`src/rtl/md5_range_scheduler.sv`:
```
// md5_range_scheduler: round-robin chunk dispatcher over the 32-bit candidate space with match capture
module md5_range_scheduler #(
  parameter int N_CORES    = 4,
  parameter int CHUNK_BITS = 16,
  parameter int IDX_W      = $clog2(N_CORES)
) (
  input  logic                    CLK,
  input  logic                    reset,
  input  logic                    start,
  input  logic                    stop,
  input  logic [N_CORES-1:0]      req,
  input  logic [N_CORES-1:0]      chunk_done,
  input  logic [N_CORES-1:0]      found,
  input  logic [32*N_CORES-1:0]   found_cand,
  output logic [N_CORES-1:0]      grant,
  output logic [31:0]             grant_base,
  output logic [N_CORES-1:0]      busy,
  output logic                    running,
  output logic                    done,
  output logic                    match,
  output logic [31:0]             match_value,
  output logic [IDX_W-1:0]        match_core,
  output logic [32-CHUNK_BITS:0]  chunks_issued
);
  localparam int CW = 33 - CHUNK_BITS;
  localparam logic [CW-1:0] LAST = CW'(1) << (32 - CHUNK_BITS);
  localparam logic [31:0] STEP = 32'd1 << CHUNK_BITS;
  typedef enum logic [1:0] {IDLE, RUN, DRAIN, DONE} state_t;
  state_t state_q, state_d;
  logic [IDX_W-1:0] ptr_q, ptr_d, match_core_q, match_core_d, gidx, fidx, c;
  logic [31:0] base_q, base_d, grant_base_q, grant_base_d, match_value_q, match_value_d, fcand;
  logic [CW-1:0] chunks_q, chunks_d;
  logic [N_CORES-1:0] busy_q, busy_d, grant_q, grant_d, elig, fv;
  logic match_q, match_d, hit, fhit, capture;
  always_comb begin
    state_d = state_q;
    ptr_d = ptr_q;
    base_d = base_q;
    chunks_d = chunks_q;
    busy_d = busy_q & ~chunk_done;
    grant_d = '0;
    grant_base_d = grant_base_q;
    match_d = match_q;
    match_value_d = match_value_q;
    match_core_d = match_core_q;
    elig = req & ~busy_q;
    fv = found & busy_q;
    hit = 1'b0;
    gidx = '0;
    c = '0;
    fhit = 1'b0;
    fidx = '0;
    fcand = '0;
    // Scan downward so the closest eligible index at/after the pointer wins
    for (int k = N_CORES - 1; k >= 0; k--) begin
      c = IDX_W'((int'(ptr_q) + k) % N_CORES);
      if (elig[c]) begin
        hit = 1'b1;
        gidx = c;
      end
    end
    for (int k = N_CORES - 1; k >= 0; k--) begin
      if (fv[k]) begin
        fhit = 1'b1;
        fidx = IDX_W'(k);
        fcand = found_cand[32*k +: 32];
      end
    end
    capture = fhit && !match_q && (state_q == RUN || state_q == DRAIN);
    if (capture) begin
      match_d = 1'b1;
      match_value_d = fcand;
      match_core_d = fidx;
    end
    if ((state_q == IDLE || state_q == DONE) && start) begin
      state_d = RUN;
      base_d = '0;
      chunks_d = '0;
      match_d = 1'b0;
      match_value_d = '0;
      match_core_d = '0;
    end else if (state_q == RUN) begin
      if (capture || stop) state_d = DRAIN;
      else if (hit) begin
        grant_d[gidx] = 1'b1;
        busy_d[gidx] = 1'b1;
        grant_base_d = base_q;
        base_d = base_q + STEP;
        chunks_d = chunks_q + CW'(1);
        ptr_d = IDX_W'((int'(gidx) + 1) % N_CORES);
        state_d = (chunks_d == LAST) ? DRAIN : RUN;
      end
    end else if (state_q == DRAIN && busy_q == '0) state_d = DONE;
  end
  always_ff @(posedge CLK) begin
    if (reset) begin
      state_q <= IDLE;
      ptr_q <= '0;
      base_q <= '0;
      chunks_q <= '0;
      busy_q <= '0;
      grant_q <= '0;
      grant_base_q <= '0;
      match_q <= 1'b0;
      match_value_q <= '0;
      match_core_q <= '0;
    end else begin
      state_q <= state_d;
      ptr_q <= ptr_d;
      base_q <= base_d;
      chunks_q <= chunks_d;
      busy_q <= busy_d;
      grant_q <= grant_d;
      grant_base_q <= grant_base_d;
      match_q <= match_d;
      match_value_q <= match_value_d;
      match_core_q <= match_core_d;
    end
  end
  assign grant = grant_q;
  assign grant_base = grant_base_q;
  assign busy = busy_q;
  assign running = state_q == RUN;
  assign done = state_q == DONE;
  assign match = match_q;
  assign match_value = match_value_q;
  assign match_core = match_core_q;
  assign chunks_issued = chunks_q;
endmodule

```
`config.mk`:
```
export PLATFORM = sky130hd
export DESIGN_NAME = md5_range_scheduler
export DESIGN_NICKNAME = d
export VERILOG_FILES = /design/src/rtl/md5_range_scheduler.sv
export SDC_FILE = /design/constraint.sdc
export NUM_CORES = 1
export LEC_CHECK = 0
export CORE_ASPECT_RATIO = 0.7
export CORE_MARGIN = 2
export CORE_UTILIZATION = 46
export CTS_BUF_LIST = sky130_fd_sc_hd__clkbuf_2
export DETAILED_ROUTE_END_ITERATION = 12
export HOLD_SLACK_MARGIN = 0.12
export PLACE_DENSITY = 0.95
export SLEW_MARGIN = 20
export SYNTH_ARGS = -nofsm -noshare
export SYNTH_HDL_FRONTEND = slang
export SYNTH_SLANG_ARGS = --single-unit
```
`constraint.sdc`:
```
create_clock -name CLK -period 6.8 [get_ports CLK]
set_input_delay 1.7 -clock CLK [delete_from_list [all_inputs] [get_ports CLK]]
set_output_delay 1.7 -clock CLK [all_outputs]
set_load 0.01 [all_outputs]
```
==> implementation parameters, run 1 <==
Parameter                              Value

Synthesis
  Synth Area per Inst    7.94 sq um
  Share of synthesized area spent on multiplexers    0.400%
  Asr flop ratio synth    0%
  Total number of yosys warnings    0
  Post-synth EDFFs    0
  Post-synthesis share of cell area spent on full adders, half adders and majority gates    1.50%
  Share of the synthesized area in compound gates (AO/OA/AOI/OAI)    25.0%
  Sequential cell area fraction in the yosys report    38.4%
  Most frequently used flop master after synthesis    dfxtp_1
  Largest family of logic cells by synthesized area    compound AO/OA/AOI/OAI gates
  Basic-gate share of the synthesized area counting and, or, nand and nor cells    24.6%
  Distinct cells, synth    56
  Xor-xnor portion of the synthesized cell area    2.80%
  Post-synthesis instance total    630
  Post-synth design cell area    5000 sq um
  Flops & latches, synth    96

CTS
  Sinks on Clock Net    96
  H-tree levels    3
  Post-CTS setup repair buffer count    0
  CTS resizes    0
  CTS buffer count    9
  Clock tree buffer depth    2
  Clock Tree Root    clkbuf_2
  Insertion delay of the later-clocked pin in the worst-skew pair    0.61 ns
  CTS tree    yes
  # hold bufs at CTS    0
  Clock-pin slew on the worst setup and hold paths    0.29 ns

Placement
  Quantity of I/O buffers inserted on ports    221
  Final HPWL DP    12.9 mm
  GPL Wtd Cong    0.906

Worst hold path
  Critical hold path startpoint    match_value[11]$_SDFFE_PP0P_
  Classification of the worst-slack hold path    reg2reg
  Worst hold path endpoint    match_value[11]$_SDFFE_PP0P_
  Worst Hold Depth    2

Layout
  Top library cells by usage in the layout, fill and taps aside    clkdlybuf4s50_1 (221), dfxtp_1 (96), nand2_1 (85), a21oi_1 (73), or3_1 (41)
  Number of nets in the finished design    968
  Area added between synthesis and finish    46.3%
  Filler instances    800
  Leading cell type in the layout, fill and taps excluded    clkdlybuf4s50_1
  Number of antenna cells inserted    0
  Share of final-layout standard cells stronger than drive strength 1    4.25%

STA
  Number of slew-limit violations in the final report    0
  Worst clock skew    0.0351 ns
  Minimum clock period    3.99 ns
  Peak Freq    251 MHz
  Pin slew with the least headroom to its limit    0.782 ns
  Max-slew headroom at the worst pin    47.2%
  Total negative slack for setup checks    0 ns
  Final number of setup-violating endpoints    0
  RSZ-0062 raised after global routing    false
  Post-route clock period utilization    58.7%
  Total count of hold-check failures in the final report    0

Power and ir drop
  Areal power density over the cells    164 nW/um^2
  Power after layout    1.20 mW
  Clock network power share    24.9%
  Gate power share    25.8%
  Switching fraction of total power    33.1%
  Leakage component of the power    2.34 nW
  Sequential fraction of design power    49.3%
  Switching component of the power    0.397 mW
  Internal power contribution    0.803 mW
  Maximum vdd drop    0.107 mV

Setup path
  Sort of element at the end of the critical path    flip-flop
  Number of buffers and inverters on the critical path    1
  Number of cell instances on the worst register-to-register path    6
  WS Path Type    in2reg
  Sort of element at the start of the critical path    input pin
  Launch instance of the worst register-to-register path    state_q[0]$_SDFFE_PP0P_
  Cell family with most CP delay    simple AND/OR/NAND/NOR gates
  Worst R2R End    base_q[31]$_SDFFE_PP0P_
  Critical path data required time    7.36 ns
  Worst path cell trace    clkdlybuf4s50_1, nand2b_1, a41oi_1, nand3_1, or4_1, a21oi_1
  Delay of the slowest cell on the worst path    0.69 ns
  Endpoint arrival time on the critical path    4.55 ns
  Critical-path cell with the highest stage delay    nand3_1
  Maximum fanout count along the critical path    16
  Setup slack, reg-to-reg    3.61 ns

Global routing
  Maximum number of pins on one net before global-route repair    66
  Antenna violations before repair    0
  Via count of the first global-routing pass    5446
  Global-route wire length before repair    27.7 mm
  Grt ovf    0
  Global router's overall resource usage    29.6%

Floorplan
  Number of ports placed on the die boundary    238
  Die X-Extent    129 um
  Starting density of the core    47.8%
  Die area    11700 sq um
  Area of the core region    10500 sq um
  Cell Rows    31
  Die extent in y    91.3 um

Detailed routing
  Detail Route Antenna Nets    0
  Vias per cell    6.01
  Total vias in the final route    5735
  Detailed-router iteration count before antenna repair    6
  Residual DRC count    0
  Violation count after the first detailed-routing iteration    497
  Avg WL per Cell    18.4 um
  Total length of routed wires    17.6 mm

Run
  Max-cap violations    0

Outcome
  Outcome    finished, final reports clean
[synth_stat cells, types with 2 or more instances]
master    number  share of area, %
o22ai_1       34               4.3
nand3_1       15               1.5
a21oi_1       73               7.3
a21o_1         2              0.30
o21ai_0       13               1.3
or4_1         10               1.5
mux2i_1        2              0.40
nor3_1         5              0.50
ha_1           6               1.5
nand2_1       87               6.5
or3_1         41               5.1
and4_1         2              0.35
a221oi_1      33               5.8
and3_1         3              0.38
buf_4         16               2.4
nor2_1        28               2.1
xor2_1         6               1.1
nand2b_1       6              0.75
nor3b_1        2              0.30
xnor2_1       10               1.8
nand4_1       16               2.0
buf_1          4              0.30
nor2b_1        3              0.38
nor4_1        15               1.9
dfxtp_1       96                38
o31ai_1        9               1.4
clkbuf_1      44               3.3
a41o_1         2              0.40
a211oi_1       5              0.75
and2_1         4              0.50
inv_1         11              0.83
a22o_1         3              0.53
[state kept, by name, indices dropped and copies added (netlist names)]
signal	cells
match_value	32
chunks_issued	17
base_q	16
grant_base	16
busy	4
grant	4
match_core	2
ptr_q	2
state_q	2
match	1
[per-stage QoR]
step | cells | worst slack [ns] | util, % | hold WS [ns] | cell area (sq um)
5_1_grt | 955 | 2.78 | 69.9 | 0.487 | 7320
2_1_floorplan | 645 | 3.49 | - | 0.440 | 5060
4_1_cts | 955 | 2.71 | 69.8 | 0.478 | 7310
6_report | 955 | 2.81 | 69.9 | 0.476 | 7320
3_3_place_gp | 939 | 2.14 | 68.7 | 0.442 | 7190
3_5_place_dp | 939 | 2.04 | 68.7 | 0.450 | 7190
[worst reg2reg max path: cells and delay by family, from the launching register on]
family,cells,cell delay [ns]
flops,1,0.46
simple gates,2,1.38
compound gates,2,0.83
fa+ha+maj,1,0.34
buf+inv,1,0.14
[routing by layer]
layer  up-vias  wire length, um  track usage [%]
met4         0              364             8.97
li1       2689                -                -
met1      2693             7240             38.0
met2       319             8120             48.0
met3        34             1880             9.02
met5         -                0                0
[worst max path at each step]
| stage | startpoint | to | depth (start not counted) |
|---|---|---|---|
| after floorplan | req[3] | base_q[28]$_SDFFE_PP0P_ | 6 |
| after global placement | found[0] | match_value[26]$_SDFFE_PP0P_ | 6 |
| after detailed placement | found[0] | match_value[6]$_SDFFE_PP0P_ | 6 |
| after CTS | found[0] | match_value[6]$_SDFFE_PP0P_ | 6 |
| after global routing | req[2] | chunks_issued[9]$_SDFFE_PP0P_ | 6 |
| final | req[0] | base_q[31]$_SDFFE_PP0P_ | 6 |
[logic make-up (layout without fill, tap and decap cells)]
| family | Yosys count | in the layout |
|---|---|---|
| flip-flops | 96 | 96 |
| other | 1 | 16 |
| adder cells (fa/ha/maj) | 6 | 6 |
| buffers and inverters | 77 | 255 |
| multiplexers | 2 | 2 |
| AND/OR/NAND/NOR | 242 | 242 |
| AO/OA/AOI/OAI | 190 | 190 |
| XOR/XNOR | 16 | 16 |
[power by group through the flow]
stage	registers (mW)	logic [mW]	clock network [mW]
floorplan	0.598	0.160	0
global placement	0.600	0.294	0
detailed placement	0.601	0.303	0
CTS	0.591	0.305	0.304
global route	0.595	0.333	0.328
finish	0.592	0.310	0.299
[area by class of cell]
class	count	area [sq um]	area share, %
Timing Repair Buffer	228	2260	30.9
Tap cell	132	165	2.26
Sequential cell	96	1920	26.3
Multi-Input combinational cell	472	2810	38.3
Inverter	11	41.3	0.564
Clock inverter	7	76.3	1.04
Clock buffer	9	45.0	0.615
(Power assumes the default switching activity.)
==> run 2, diff against run 1 <==
Settings changed: CORE_UTILIZATION 46 to 43, PLACE_DENSITY 0.95 to 0.94.
Clock period 6.8 ns to 3.77 ns, I/O delays scaled along.
==> run 2 against run 1 <==
Effect of this change:
- hold slack got worse by 0.0049 ns
- clock skew fell by 0.00072 ns
- sequential power rose by 81%
- via count is 0.77% lower
- clock power increased by 78%
- total power up 81%
- die area up 6.7%
- setup slack got worse by 2.0 ns
- critical path type is now reg2out
- largest power group unchanged
- critical path depth shrank 3
- utilization fell by 3.7 points
==> implementation parameters, run 2 (same netlist as run 1, synthesis figures left out) <==
Parameter                              Value

Outcome
  Outcome    finished, final reports clean

Detailed routing
  Total length of routed wires    16.8 mm (-4.3%)
  Detailed-router iteration count before antenna repair    5 (-1)
  Residual DRC count    0 (unchanged)
  Total vias in the final route    5691 (-0.77%)
  Avg WL per Cell    17.2 um (-6.9%)
  Detail Route Antenna Nets    0 (unchanged)
  Violation count after the first detailed-routing iteration    693 (+39%)
  Vias per cell    5.80 (-3.5%)

Setup path
  Endpoint arrival time on the critical path    2.00 ns (-2.55 ns)
  Critical-path cell with the highest stage delay    clkdlybuf4s50_1
  Worst path cell trace    inv_1, ha_1, clkdlybuf4s50_1
  WS Path Type    reg2out
  Critical path data required time    2.83 ns (-4.53 ns)
  Delay of the slowest cell on the worst path    0.60 ns (-0.09 ns)
  Maximum fanout count along the critical path    5 (-11)
  Sort of element at the end of the critical path    output pin
  Sort of element at the start of the critical path    flip-flop

Layout
  Number of antenna cells inserted    0 (unchanged)
  Leading cell type in the layout, fill and taps excluded    clkdlybuf4s50_1
  Sequential standard cell area    1920 sq um (unchanged)
  Top library cells by usage in the layout, fill and taps aside    clkdlybuf4s50_1 (221), dfxtp_1 (96), nand2_1 (87), a21oi_1 (73), or3_1 (41)
  Share of final-layout standard cells stronger than drive strength 1    4.58% (+0.33 points)
  Final core occ    66.2% (-3.7 points)
  Final cell count without fillers    982 (+2.8%)
  Number of nets in the finished design    974 (+0.62%)
  Area added between synthesis and finish    47.8%
  Multi-input gate area    2800 sq um (-0.22%)
  Max FFs per register    32 (unchanged)
  Filler instances    927 (+16%)

Power and ir drop
  Internal power contribution    1.42 mW (+77%)
  Clock network power share    24.4% (-0.5 points)
  Leakage component of the power    2.37 nW (+1.5%)
  Areal power density over the cells    294 nW/um^2 (+79%)
  Sequential fraction of design power    49.2% (about the same)
  Maximum vdd drop    0.210 mV (+97%)
  Gate power share    26.4% (+0.6 points)
  Switching fraction of total power    34.6% (+1.5 points)
  Switching component of the power    0.752 mW (+89%)

CTS
  Post-CTS setup repair buffer count    0 (unchanged)
  Clock tree buffer depth    2 (unchanged)
  CTS buffer count    9 (unchanged)
  CTS resizes    0 (unchanged)
  Insertion delay of the later-clocked pin in the worst-skew pair    0.60 ns (about the same)
  Clock Tree Root    clkbuf_2
  H-tree levels    3 (unchanged)
  Clock-pin slew on the worst setup and hold paths    0.30 ns (about the same)
  Sinks on Clock Net    96 (unchanged)
  CTS tree    yes
  # hold bufs at CTS    0 (unchanged)

Placement
  Total placed cells including tap cells    966 (+2.9%)
  Post-Place Worst Slack    0.443 ns (-1.60 ns)
  GPL Wtd Cong    0.948 (+4.7%)
  Final HPWL DP    12.7 mm (-1.6%)
  Quantity of I/O buffers inserted on ports    221 (unchanged)

Floorplan
  Cell Rows    32 (+3.2%)
  Die extent in y    94.3 um (+3.3%)
  Starting density of the core    44.8% (-3.0 points)
  Area of the core region    11200 sq um (+6.7%)
  Die area    12500 sq um (+6.7%)
  Die X-Extent    133 um (+3.3%)
  Number of ports placed on the die boundary    238 (unchanged)

Global routing
  Maximum number of pins on one net before global-route repair    66 (unchanged)
  Grt ovf    0 (unchanged)
  Via count of the first global-routing pass    5234 (-3.9%)
  Antenna violations before repair    0 (unchanged)
  Global router's overall resource usage    27.0% (-2.7 points)
  Global-route wire length before repair    27.1 mm (-2.1%)

STA
  Peak Freq    340 MHz
  Final number of setup-violating endpoints    0 (unchanged)
  Number of slew-limit violations in the final report    0 (unchanged)
  Total count of hold-check failures in the final report    0 (unchanged)
  Pin slew with the least headroom to its limit    0.832 ns (+0.0495 ns)
  Max-slew headroom at the worst pin    44.0% (-3.1 points)
  Worst clock skew    0.0344 ns (-0.000717 ns)
  Total negative slack for setup checks    0 ns (unchanged)
  Minimum clock period    2.94 ns
  Least setup slack across all paths after layout    0.829 ns (-1.98 ns)
  RSZ-0062 raised after global routing    false
  Post-route clock period utilization    78.0%

Run
  Max-cap violations    0 (unchanged)

Worst hold path
  Classification of the worst-slack hold path    reg2reg
-- run 2: cell type report --
class                           count  share of cell area (%)
Multi-Input combinational cell    472                    37.9
Clock buffer                        9                   0.609
Timing Repair Buffer              234                    31.2
Tap cell                          153                    2.59
Sequential cell                    96                    26.0
Clock inverter                      7                    1.17
Inverter                           11                   0.558
-- run 2: path summary, 6_finish.rpt --
check / from / slack, ns / end / cells after the start
setup / recovery: state_q[1]$_SDFFE_PP0P_ / 0.83 / running / 3
hold / removal: match_value[0]$_SDFFE_PP0P_ / 0.47 / match_value[0]$_SDFFE_PP0P_ / 2
setup reg to reg: state_q[1]$_SDFFE_PP0P_ / 1.04 / chunks_issued[9]$_SDFFE_PP0P_ / 8
hold reg to reg: match_value[0]$_SDFFE_PP0P_ / 0.47 / match_value[0]$_SDFFE_PP0P_ / 2
-- run 2: through the flow --
stage / hold WS [ns] / area [sq um] / power [mW]
2_1_floorplan: 0.440 / 5060 / 1.37
3_3_place_gp: 0.438 / 7260 / 1.63
3_5_place_dp: 0.445 / 7260 / 1.65
4_1_cts: 0.473 / 7390 / 2.18
5_1_grt: 0.488 / 7390 / 2.28
6_report: 0.471 / 7390 / 2.17
-- run 2: power groups by stage --
stage | registers [mW] | logic [mW] | clock network [mW]
global route | 1.07 | 0.620 | 0.581
global placement | 1.08 | 0.546 | 0
finish | 1.07 | 0.574 | 0.531
detailed placement | 1.09 | 0.560 | 0
CTS | 1.07 | 0.566 | 0.543
floorplan | 1.08 | 0.288 | 0
-- run 2: per-layer routing --
metal,global-route usage [%],vias to the layer above,share of wire (%)
li1,-,2714,-
met1,36.8,2622,44
met2,43.4,323,44
met3,6.80,32,10
met4,5.47,0,1.6
met5,0,-,0
-- run 2: critical path, delay by kind of cell (launching register included) --
| family | cells | cell delay, ns |
|---|---|---|
| adders and majority gates | 1 | 0.30 |
| buffers and inverters | 2 | 0.68 |
| DFF | 1 | 0.43 |
